### config.mk
export PLATFORM = sky130hd
export DESIGN_NAME = rr_onehot_sel_flat
export DESIGN_NICKNAME = d
export VERILOG_FILES = /design/src/rtl/rr_onehot_sel_pkg.sv /design/src/rtl/rr_onehot_sel_if.sv /design/src/rtl/rr_pick.sv /design/src/rtl/rr_onehot_sel.sv /design/src/flat_wrapper.sv
export SDC_FILE = /design/constraint.sdc
export NUM_CORES = 1
export LEC_CHECK = 0
export BUFFER_PORTS_ARGS = -buffer_cell sky130_fd_sc_hd__buf_2
export CAP_MARGIN = 5
export CORE_MARGIN = 2
export CORE_UTILIZATION = 50
export CTS_CLUSTER_SIZE = 24
export DETAILED_ROUTE_END_ITERATION = 8
export PLACE_DENSITY = 0.7
export SLEW_MARGIN = 0
export SYNTH_ARGS = -nofsm -noshare
export SYNTH_HDL_FRONTEND = slang
export SYNTH_SLANG_ARGS = --single-unit
### constraint.sdc
create_clock -name clk -period 3.75 [get_ports clk]
set_input_delay 0.1875 -clock clk [delete_from_list [all_inputs] [get_ports clk]]
set_output_delay 0.1875 -clock clk [all_outputs]
set_load 0.01 [all_outputs]
### src/rtl/rr_onehot_sel_pkg.sv
// Shared types and constants for the round-robin one-hot select generator.
package rr_onehot_sel_pkg;

    localparam int unsigned N_REQ = 4;
    localparam int unsigned IDX_W = 2;

    typedef logic [IDX_W-1:0] req_idx_t;

    typedef enum logic {
        IDLE  = 1'b0,
        GRANT = 1'b1
    } state_e;

    // Requester index to one-hot select vector.
    function automatic logic [N_REQ-1:0] idx_to_sel(input req_idx_t idx);
        logic [N_REQ-1:0] s;
        s      = '0;
        s[idx] = 1'b1;
        return s;
    endfunction

endpackage

### src/rtl/rr_onehot_sel_if.sv
// Request/release and one-hot select bundle between requesters and the select generator.
interface rr_onehot_sel_if;
    import rr_onehot_sel_pkg::*;

    logic [N_REQ-1:0] req;
    logic             done;
    logic             s0;
    logic             s1;
    logic             s2;
    logic             s3;
    logic             valid;
    logic             onehot_err;

    modport master (
        output req, done,
        input  s0, s1, s2, s3, valid, onehot_err
    );

    modport slave (
        input  req, done,
        output s0, s1, s2, s3, valid, onehot_err
    );

endinterface

### src/rtl/rr_pick.sv
// Combinational rotating-priority picker: first set request scanning from ptr upward, mod N_REQ.
module rr_pick
    import rr_onehot_sel_pkg::*;
(
    input  logic [N_REQ-1:0] req_i,
    input  req_idx_t         ptr_i,
    output req_idx_t         idx_c_o,
    output logic             any_c_o
);

    req_idx_t cand;

    always_comb begin
        idx_c_o = ptr_i;
        any_c_o = 1'b0;
        cand    = ptr_i;
        for (int unsigned k = 0; k < N_REQ; k++) begin
            cand = ptr_i + req_idx_t'(k);
            if (!any_c_o && req_i[cand]) begin
                idx_c_o = cand;
                any_c_o = 1'b1;
            end
        end
    end

endmodule

### src/rtl/rr_onehot_sel.sv
// Round-robin arbiter over 4 requesters driving registered one-hot selects s0..s3.
// Optional sticky one-hot checker enabled by defining RR_ONEHOT_CHECK_EN.
module rr_onehot_sel
    import rr_onehot_sel_pkg::*;
#(
    parameter int unsigned HOLD_MAX = 0,
    parameter int unsigned CNT_W    = 8
) (
    input  logic            clk,
    input  logic            rst_n,
    rr_onehot_sel_if.slave  sel_if
);

    localparam logic [CNT_W-1:0] HOLD_LAST = CNT_W'(HOLD_MAX - 1);
    localparam logic             HOLD_EN   = (HOLD_MAX != 0);

    state_e            state_q, state_d;
    req_idx_t          ptr_q, ptr_d;
    req_idx_t          owner_q, owner_d;
    logic [CNT_W-1:0]  cnt_q, cnt_d;
    logic [N_REQ-1:0]  sel_q, sel_d;
    logic              valid_q, valid_d;

    req_idx_t          pick_ptr_c;
    req_idx_t          pick_idx_c;
    logic              pick_any_c;
    logic              release_c;

    // On release the scan starts just past the owner, so the picker sees the updated pointer.
    assign pick_ptr_c = (state_q == GRANT) ? owner_q + req_idx_t'(1) : ptr_q;
    assign release_c  = sel_if.done || !sel_if.req[owner_q] || (HOLD_EN && (cnt_q == HOLD_LAST));

    rr_pick u_pick (
        .req_i   (sel_if.req),
        .ptr_i   (pick_ptr_c),
        .idx_c_o (pick_idx_c),
        .any_c_o (pick_any_c)
    );

    always_comb begin
        state_d = state_q;
        ptr_d   = ptr_q;
        owner_d = owner_q;
        cnt_d   = cnt_q;
        sel_d   = sel_q;
        valid_d = valid_q;
        unique case (state_q)
            IDLE: begin
                sel_d   = '0;
                valid_d = 1'b0;
                cnt_d   = '0;
                if (pick_any_c) begin
                    state_d = GRANT;
                    owner_d = pick_idx_c;
                    sel_d   = idx_to_sel(pick_idx_c);
                    valid_d = 1'b1;
                end
            end
            GRANT: begin
                if (release_c) begin
                    ptr_d = owner_q + req_idx_t'(1);
                    cnt_d = '0;
                    if (pick_any_c) begin
                        owner_d = pick_idx_c;
                        sel_d   = idx_to_sel(pick_idx_c);
                        valid_d = 1'b1;
                    end else begin
                        state_d = IDLE;
                        sel_d   = '0;
                        valid_d = 1'b0;
                    end
                end else if (cnt_q != '1) begin
                    cnt_d = cnt_q + CNT_W'(1);
                end
            end
            default: begin
                state_d = IDLE;
                sel_d   = '0;
                valid_d = 1'b0;
            end
        endcase
    end

    always_ff @(posedge clk or negedge rst_n) begin
        if (!rst_n) begin
            state_q <= IDLE;
            ptr_q   <= '0;
            owner_q <= '0;
            cnt_q   <= '0;
            sel_q   <= '0;
            valid_q <= 1'b0;
        end else begin
            state_q <= state_d;
            ptr_q   <= ptr_d;
            owner_q <= owner_d;
            cnt_q   <= cnt_d;
            sel_q   <= sel_d;
            valid_q <= valid_d;
        end
    end

    assign sel_if.s0    = sel_q[0];
    assign sel_if.s1    = sel_q[1];
    assign sel_if.s2    = sel_q[2];
    assign sel_if.s3    = sel_q[3];
    assign sel_if.valid = valid_q;

`ifdef RR_ONEHOT_CHECK_EN
    logic err_q, err_d;
    logic sel_onehot_c;

    // Flags any cycle where the select vector disagrees with valid; sticky until reset.
    assign sel_onehot_c = ($countones(sel_q) == 1);
    assign err_d        = err_q || (valid_q ? !sel_onehot_c : (sel_q != '0));

    always_ff @(posedge clk or negedge rst_n) begin
        if (!rst_n) begin
            err_q <= 1'b0;
        end else begin
            err_q <= err_d;
        end
    end

    assign sel_if.onehot_err = err_q;
`else
    assign sel_if.onehot_err = 1'b0;
`endif

endmodule

### src/flat_wrapper.sv
// flat-port wrapper written by rule: the top's interface ports become plain ports
module rr_onehot_sel_flat import rr_onehot_sel_pkg::*;
#(
    parameter int unsigned HOLD_MAX = 0,
    parameter int unsigned CNT_W    = 8
)
  (clk, rst_n, sel_if_req, sel_if_done, sel_if_s0, sel_if_s1, sel_if_s2, sel_if_s3, sel_if_valid, sel_if_onehot_err);
  rr_onehot_sel_if sel_if_i ();
  input  logic clk;
  input  logic rst_n;
  input wire logic [$bits(sel_if_i.req)-1:0] sel_if_req;
  input wire logic [$bits(sel_if_i.done)-1:0] sel_if_done;
  output wire logic [$bits(sel_if_i.s0)-1:0] sel_if_s0;
  output wire logic [$bits(sel_if_i.s1)-1:0] sel_if_s1;
  output wire logic [$bits(sel_if_i.s2)-1:0] sel_if_s2;
  output wire logic [$bits(sel_if_i.s3)-1:0] sel_if_s3;
  output wire logic [$bits(sel_if_i.valid)-1:0] sel_if_valid;
  output wire logic [$bits(sel_if_i.onehot_err)-1:0] sel_if_onehot_err;
  assign sel_if_i.req = sel_if_req;
  assign sel_if_i.done = sel_if_done;
  assign sel_if_s0 = sel_if_i.s0;
  assign sel_if_s1 = sel_if_i.s1;
  assign sel_if_s2 = sel_if_i.s2;
  assign sel_if_s3 = sel_if_i.s3;
  assign sel_if_valid = sel_if_i.valid;
  assign sel_if_onehot_err = sel_if_i.onehot_err;
  rr_onehot_sel #(.HOLD_MAX(HOLD_MAX), .CNT_W(CNT_W)) u_core (.clk(clk), .rst_n(rst_n), .sel_if(sel_if_i));
endmodule
# After elaboration in Yosys (flattened, before gate mapping)

Cells that the tools add are included.

$add $sub $neg: 4
$lt $le $gt $ge: 7
Equality and inequality tests: 1
Mux-type cells: 31
Bitwise logic cells: 1
Reduce and logical (&&, ||, !) cells: 10

Operators by type and width:

| cell                | count |
|---|---|
| $lt 2x3->1 const B  | 6 |
| $mux 1              | 13 |
| $mux 2              | 6 |
| $bmux 1 s2          | 5 |
| $mux 4              | 2 |
| $pmux 4 s2          | 1 |
| $add 2x1->2 const B | 2 |
| $add 2x2->2 const B | 2 |
| $logic_and 1x1->1   | 4 |
| $logic_not 1->1     | 4 |
| $pmux 1 s2          | 2 |
| $pmux 2 s2          | 1 |
| $demux 1 s2         | 1 |
| $ge 2x1->1 const B  | 1 |
| $ne 2x2->1 const B  | 1 |
| $reduce_and 2->1    | 1 |
| $logic_or 1x1->1    | 1 |
| $not 1->1           | 1 |

Flip-flop bits (word level): 10
Input port bits: 7
Logic and storage cells: 59

# Depth between registers and ports, before layout

Gate-level depths: netlist (run 1).

Depth after elaboration: 21
Gate-level depth with buffers: 6

# Cells and area by module

Synthesis (run 1) repeated with hierarchy kept, for this count alone.

Cells, all modules: 56
Area total of the unflattened synthesis: 583.1 sq um

By module, submodules not included:

| module        | instances | cells an instance | area each (sq um) | sequential area each (sq um) |
|---|---|---|---|---|
| rr_onehot_sel | 1         | 40                | 486.7             | 250.2 |
| rr_pick       | 1         | 16                | 96.3              | 0.0 |

# Worst setup path after synthesis (run 1)

OpenSTA, ideal clock, no wires.

Path type: flip-flop to flip-flop
Start point: reg u_core.owner_q[1]
End point: reg u_core.owner_q[0]
Library setup time: 0.125 ns
Data arrival time: 1.580 ns
Required time: 3.625 ns
Path slack: 2.045 ns
Cell stages (with the launch flop): 6
Path buffers: 0
Period minus slack after synthesis: 1.705 ns
Cells stage by stage: dfrtp_1 -> mux4_1 -> nand2b_2 -> nor2_4 -> nor2_2 -> mux2_2

Cells in the longest elaborated chain, start to end: 17
Elaborated cells between the ends (all ways): 34
Those cells by class: 4 x add/sub; 1 x eq/ne; 21 x mux; 8 x reduce/logical

Ends and longest elaborated chain:

| what                                                                 | RTL line            | text |
|---|---|---|
| from (decl)                                                          | rr_onehot_sel.sv:19 | `req_idx_t owner_q, owner_d;` |
| from (signal assigned)                                               | rr_onehot_sel.sv:95 | `owner_q <= owner_d;` |
| parallel branches: the longest is 17 deep, another holds $add 2x1->2 | n/a                 |  |

Several ways; the timed one is not identified. The select of a mux whose other input is x is not followed.
A chain may end at the register's enable or synchronous reset.

# Final worst setup path (run 1)

Same ends and word-level chain as after synthesis.

==> impl_metrics.py, run 1 <==
metrics = {
    "logic_synthesis": {
        "synth_top_flop_cell": "dfrtp_1",
        "synth_cells": 63,
        "async_flop_share_pct": 100,
        "synth_top_area_cell": "dfrtp_1",
        "syn_nets": 70,
        "synth_cell_types": 40,
        "ys_top_cells_by_count": "dfrtp_1, inv_1, a21oi_1, nand2b_1, nor2_1",
        "synth_top_area_share_pct": 37.1,
        "netlist_area_um2": 674,
        "yosysMostFrequentCell": "dfrtp_1",
        "synth.avg_cell_area_um2": 10.7,
        "ys_warn_count": 0,
        "synth_area_leaders": "dfrtp_1, mux4_1, inv_1",
        "synth_edf_count": 0,
        "ys_ff_latch": 10,
        "ys_seq_area_share_pct": 37.1,
    },
    "route": {
        "via_count": 523,
        "drt_iter0_drc": 11,
        "via_per_inst": 5.75,
        "ant_nets": 0,
        "remaining_drc_errors": 0,
        "wire_per_inst_um": 15.8,
        "first_pass_iters": 6,
        "drt-total-wl_um": 1440,
    },
    "floorplanning": {
        "core_mm2": 0.00128,
        "die_x_um": 40.7,
        "die_h_um": 40.7,
        "ios": 13,
        "design.die.area_mm2": 0.00166,
        "rows": 13,
        "start_util_pct": 52.5,
    },
    "timing": {
        "min_period_over_period_pct": 49.8,
        "setup_viol": 0,
        "setup-tns-final_ns": 0,
        "maxSlewViolCount": 0,
        "skew_ns": 0.00125,
        "min_period_ns": 1.87,
        "hold_violations": 0,
        "hold_ws_ns": 0.221,
        "setup_ws_ns": 1.88,
        "grt_setup_unrepaired": "false",
        "fmax_mhz": 536,
    },
    "clock_network": {
        "cts_resized": 0,
        "cts_tree": "done",
        "clkSlewWorstSetupHoldPaths_ns": 0.07,
        "cts_made_buffers": 3,
        "clock_latency_ns": 0.26,
        "clockRootBuffer": "clkbuf_4",
        "cts_sinks": 10,
        "htreeDepth": 1,
        "clk_path_buf_depth": 2,
        "cts_setup_buffers": 0,
    },
    "pwr": {
        "power_frac_seq_pct": 34.4,
        "p_int_uw": 332,
        "peakVddDrop_uv": 335,
        "p_clk_share_pct": 17.9,
        "p_leak_uw": 0.000348,
        "power_switching_share_pct": 39.7,
        "p_comb_share_pct": 47.7,
        "finalPower_uw": 552,
        "net-switching-power_uw": 219,
        "power.density_mw_per_mm2": 716,
    },
    "final_layout": {
        "diodes": 0,
        "n_fill_cell": 114,
        "syn2layout_area_growth_pct": 14.3,
        "fin_nets": 84,
        "design_area_um2": 771,
        "drive_above_1_share_pct": 34.2,
    },
    "hold_path": {
        "hold_path_class": "input port to flip-flop",
    },
    "grt": {
        "grt_start_max_net_pins": 12,
        "grt_pass1_wl_um": 2270,
        "track_usage_pct": 21.9,
        "grt_pass1_vias": 511,
        "grt-ovfl-total": 0,
        "antenna_found_initial": 0,
    },
    "worst_setup_path": {
        "crit_path_top_delay_cell": "mux4_1",
        "arrival_ns": 2.02,
        "critPathKind": "flip-flop to flip-flop",
        "crit_buf_inv": 0,
        "worstPathMaxFanout": 8,
        "cp_top_family": "multiplexers",
        "crit_chain": "mux4_1, nand2b_2, nor2_4, nor2_2, mux2_2",
        "cpPeakStageDelay_ns": 0.61,
        "worst_setup_path_start_kind": "flip-flop",
        "crit_path_end_kind": "flip-flop",
        "crit_required_ns": 3.90,
    },
    "placed_design": {
        "place.port_buffers": 11,
        "gp_congestion": 0.824,
        "placed_area_um2": 724,
        "post-dp-hpwl_um": 1070,
        "pre_cts_ws_ns": 1.89,
    },
    "job": {
        "cap_violations": 0,
    },
    "status": {
        "status": "finished, final reports clean",
    },
}
## cell families (layout without fill, tap and decap cells)
| logic type | after synthesis | after routing | synth area share [%] |
|---|---|---|---|
| other cells | 1 | 1 | 0.556 |
| buf+inv | 9 | 22 | 6.86 |
| xor+xnor | 1 | 1 | 1.30 |
| simple gates | 20 | 20 | 21.0 |
| compound gates | 19 | 19 | 26.2 |
| mux | 3 | 3 | 7.05 |
| flops | 10 | 10 | 37.1 |
## layout make-up
| cell class | instances | area [um2] | share of cell area (%) |
|---|---|---|---|
| multi-input cells | 44 | 378 | 49.0 |
| flip-flops and latches | 10 | 250 | 32.5 |
| repair buffers | 12 | 65.1 | 8.44 |
| clock buffers | 4 | 36.3 | 4.71 |
| inverters | 6 | 22.5 | 2.92 |
| well taps | 15 | 18.8 | 2.44 |
## power by group through the flow
stage	clock (uW)	sequential, uW	combinational, uW
2_1_floorplan	0	182	217
3_3_place_gp	0	187	258
3_5_place_dp	0	189	259
4_1_cts	103	189	262
5_1_grt	108	198	282
6_report	98.7	190	263
## metrics by stage
| stage | std cells | util (%) |
|---|---|---|
| final | 91 | 60.0 |
| after global routing | 91 | 60.0 |
| after CTS | 91 | 60.0 |
| after detailed placement | 86 | 56.4 |
| after global placement | 86 | 56.4 |
| after floorplan | 63 | - |
## what timing repair did
item | in CTS | in global routing
hold endpoints to repair | 10 | 0
setup endpoints to repair | 0 | 0
hold buffers | 1 | 0
## tightest hold or removal path, cell delays in order
cell	delay, ns
buf_2	0.11
nor3_2	0.07
inv_1	0.07
## final timing paths
path                       cells after the start  slack [ns]                  end         startpoint
setup / recovery                               5        1.88    u_core.owner_q[0]  u_core.owner_q[1]
hold / removal                                 3        0.22       u_core.state_q      sel_if_req[3]
setup reg to reg                               5        1.88    u_core.owner_q[0]  u_core.owner_q[1]
hold reg to reg                                1        0.50      u_core.sel_q[1]    u_core.sel_q[1]
max in group asynchronous                      2        3.26      u_core.sel_q[2]              rst_n
min in group asynchronous                      2        0.30  u_core.sel_if.valid              rst_n
## flip-flops by register name, summed over array words and instances, names as in the netlist
name / count
u_core.sel_q: 4
u_core.owner_q: 2
u_core.ptr_q: 2
u_core.sel_if.valid: 1
u_core.state_q: 1
## placed cells by master (no fill, tap or decap), drive strengths merged, types with 2 or more instances in the layout
| cell | synthesis | routed |
|---|---|---|
| nor2 | 5 | 5 |
| dfrtp | 10 | 10 |
| buf | 3 | 11 |
| o21ai | 2 | 2 |
| a21oi | 3 | 3 |
| nor2b | 2 | 2 |
| inv | 6 | 6 |
| o211ai | 2 | 2 |
| clkbuf | 0 | 4 |
| nor3 | 2 | 2 |
| nand2 | 2 | 2 |
| nand2b | 4 | 4 |
## layer usage
metal	part of all wire, %	GRT usage [%]	vias to the layer above
met5	0	0	-
met4	1.5	10.0	0
met3	3.0	4.89	4
met2	49	36.5	10
met1	46	26.7	256
li1	-	-	253
Note: power is estimated with default switching activity, not from simulation.
==> run 2: changes to the inputs <==
clock period = 1.8 ns   (was 3.75 ns; I/O delays follow)
==> run 2 against run 1 <==
Compared with the run above:
- combinational power up 150%
- worst hold slack better by 0.016 ns
- non-clock buffer count up 7
- critical endpoint is now u_core.sel_q[2]
- largest power group unchanged
==> impl_metrics.py, run 2 (same netlist as run 1, synthesis figures left out) <==
metrics = {
    "placed_design": {
        "gp_congestion": 0.758,
        "post-dp-hpwl_um": 1070,
        "dp_cells": 92,
        "place.port_buffers": 11,
    },
    "status": {
        "status": "finished, final reports clean",
    },
    "grt": {
        "track_usage_pct": 21.7,
        "grt_pass1_wl_um": 2260,
        "grt-ovfl-total": 0,
        "grt_start_max_net_pins": 12,
        "antenna_found_initial": 0,
        "grt_pass1_vias": 484,
    },
    "timing": {
        "hold_ws_ns": 0.237,
        "min_period_over_period_pct": 94.8,
        "setup_viol": 0,
        "grt_setup_unrepaired": "false",
        "hold_violations": 0,
        "skew_ns": 0.000605,
        "setup-tns-final_ns": 0,
        "min_period_ns": 1.71,
        "maxSlewViolCount": 0,
        "fmax_mhz": 586,
    },
    "clock_network": {
        "clockRootBuffer": "clkbuf_4",
        "cts_sinks": 10,
        "cts_made_buffers": 3,
        "cts_tree": "done",
        "clk_path_buf_depth": 2,
        "clock_latency_ns": 0.26,
        "clkSlewWorstSetupHoldPaths_ns": 0.07,
        "htreeDepth": 1,
    },
    "worst_setup_path": {
        "arrival_ns": 1.86,
        "critPathKind": "flip-flop to flip-flop",
        "crit_required_ns": 1.96,
        "worst_setup_path_start_kind": "flip-flop",
        "crit_path_end_kind": "flip-flop",
        "worstPathMaxFanout": 5,
    },
    "job": {
        "cap_violations": 0,
    },
    "hold_path": {
        "hold_path_class": "input port to asynchronous set/reset pin",
    },
    "floorplanning": {
        "die_h_um": 40.7,
        "ios": 13,
        "die_x_um": 40.7,
        "design.die.area_mm2": 0.00166,
        "start_util_pct": 52.5,
        "rows": 13,
        "core_mm2": 0.00128,
    },
    "final_layout": {
        "layout_commonest_cell": "buf_2",
        "final_util_pct": 64.3,
        "final_cell_mix": "buf_2, dfrtp_1, buf_4",
        "diodes": 0,
        "fin_cells": 98,
        "reg_top3": "u_core.sel_q: 4 flops, u_core.owner_q: 2 flops, u_core.ptr_q: 2 flops",
        "largest_reg_flops": 4,
        "syn2layout_area_growth_pct": 22.4,
        "fin_nets": 91,
        "largest-register": "u_core.sel_q",
        "drive_above_1_share_pct": 42.2,
    },
    "pwr": {
        "power.density_mw_per_mm2": 1500,
        "finalPower_uw": 1240,
        "peakVddDrop_uv": 868,
        "p_leak_uw": 0.000383,
    },
    "route": {
        "ant_nets": 0,
        "via_per_inst": 5.41,
        "drt_iter0_drc": 15,
        "first_pass_iters": 4,
        "drt-total-wl_um": 1380,
        "wire_per_inst_um": 14.1,
        "via_count": 530,
        "remaining_drc_errors": 0,
    },
}
[run 2: cell types whose count changed in the layout (fill, tap and decap cells not counted)]
cell / change
nand2b_2: -1
mux4_1: -1
mux4_2: +1
buf_4: +7
dfrtp_2: +1
nand2b_4: +1
dfrtp_1: -1
[run 2: layer usage]
layer / up-vias / global-route usage, % / share of wire (%)
li1: 269 / - / -
met1: 241 / 31.6 / 48
met2: 18 / 31.3 / 46
met3: 2 / 4.89 / 5.4
met4: 0 / 7.50 / 0.43
met5: - / 0 / 0
[run 2: worst max-delay path, stage by stage, from the launching register on]
cell	delay (ns)
dfrtp_1	0.44
xnor2_1	0.15
buf_4	0.15
o211a_1	0.21
o22ai_2	0.21
a211oi_4	0.11
o41ai_2	0.33
[run 2: area by class of cell]
class	instances	area, um2
Fill cell	107	459
Sequential cell	10	251
Tap cell	15	18.8
Inverter	6	22.5
Multi-Input combinational cell	44	379
Clock buffer	4	36.3
Timing Repair Buffer	19	118
[run 2: repair_timing]
| item | 4_1_cts | 5_1_grt |
|---|---|---|
| setup endpoints to repair | 0 | 2 |
| buffers inserted | 0 | 1 |
| hold buffers | 1 | 0 |
| gates resized for setup | 0 | 3 |
| endpoints found under the hold margin | 10 | 0 |
[run 2: power breakdown]
part	leakage [uW]	internal (uW)	total [uW]	switching [uW]
Combinational	0.000247	339	647	309
Sequential	0.000115	310	389	78.1
Clock	0.0000210	123	199	76.7
[run 2: through the flow]
step	area [um2]	setup WS (ns)
floorplan	674	0.0949
global placement	769	0.00877
detailed placement	769	0.0178
CTS	816	0.00404
global route	826	0.00611
finish	826	0.0943
[run 2: path summary, 6_finish.rpt]
path | from | to | slack [ns] | cells after the start
worst max-delay path | u_core.owner_q[0] | u_core.sel_q[2] | 0.09 | 6
worst min-delay path | rst_n | u_core.state_q | 0.24 | 2
worst max register to register | u_core.owner_q[0] | u_core.sel_q[2] | 0.09 | 6
worst min register to register | u_core.sel_q[2] | u_core.sel_q[2] | 0.48 | 2
max in group asynchronous | rst_n | u_core.owner_q[1] | 1.36 | 2
min in group clk | sel_if_req[3] | u_core.state_q | 0.27 | 4
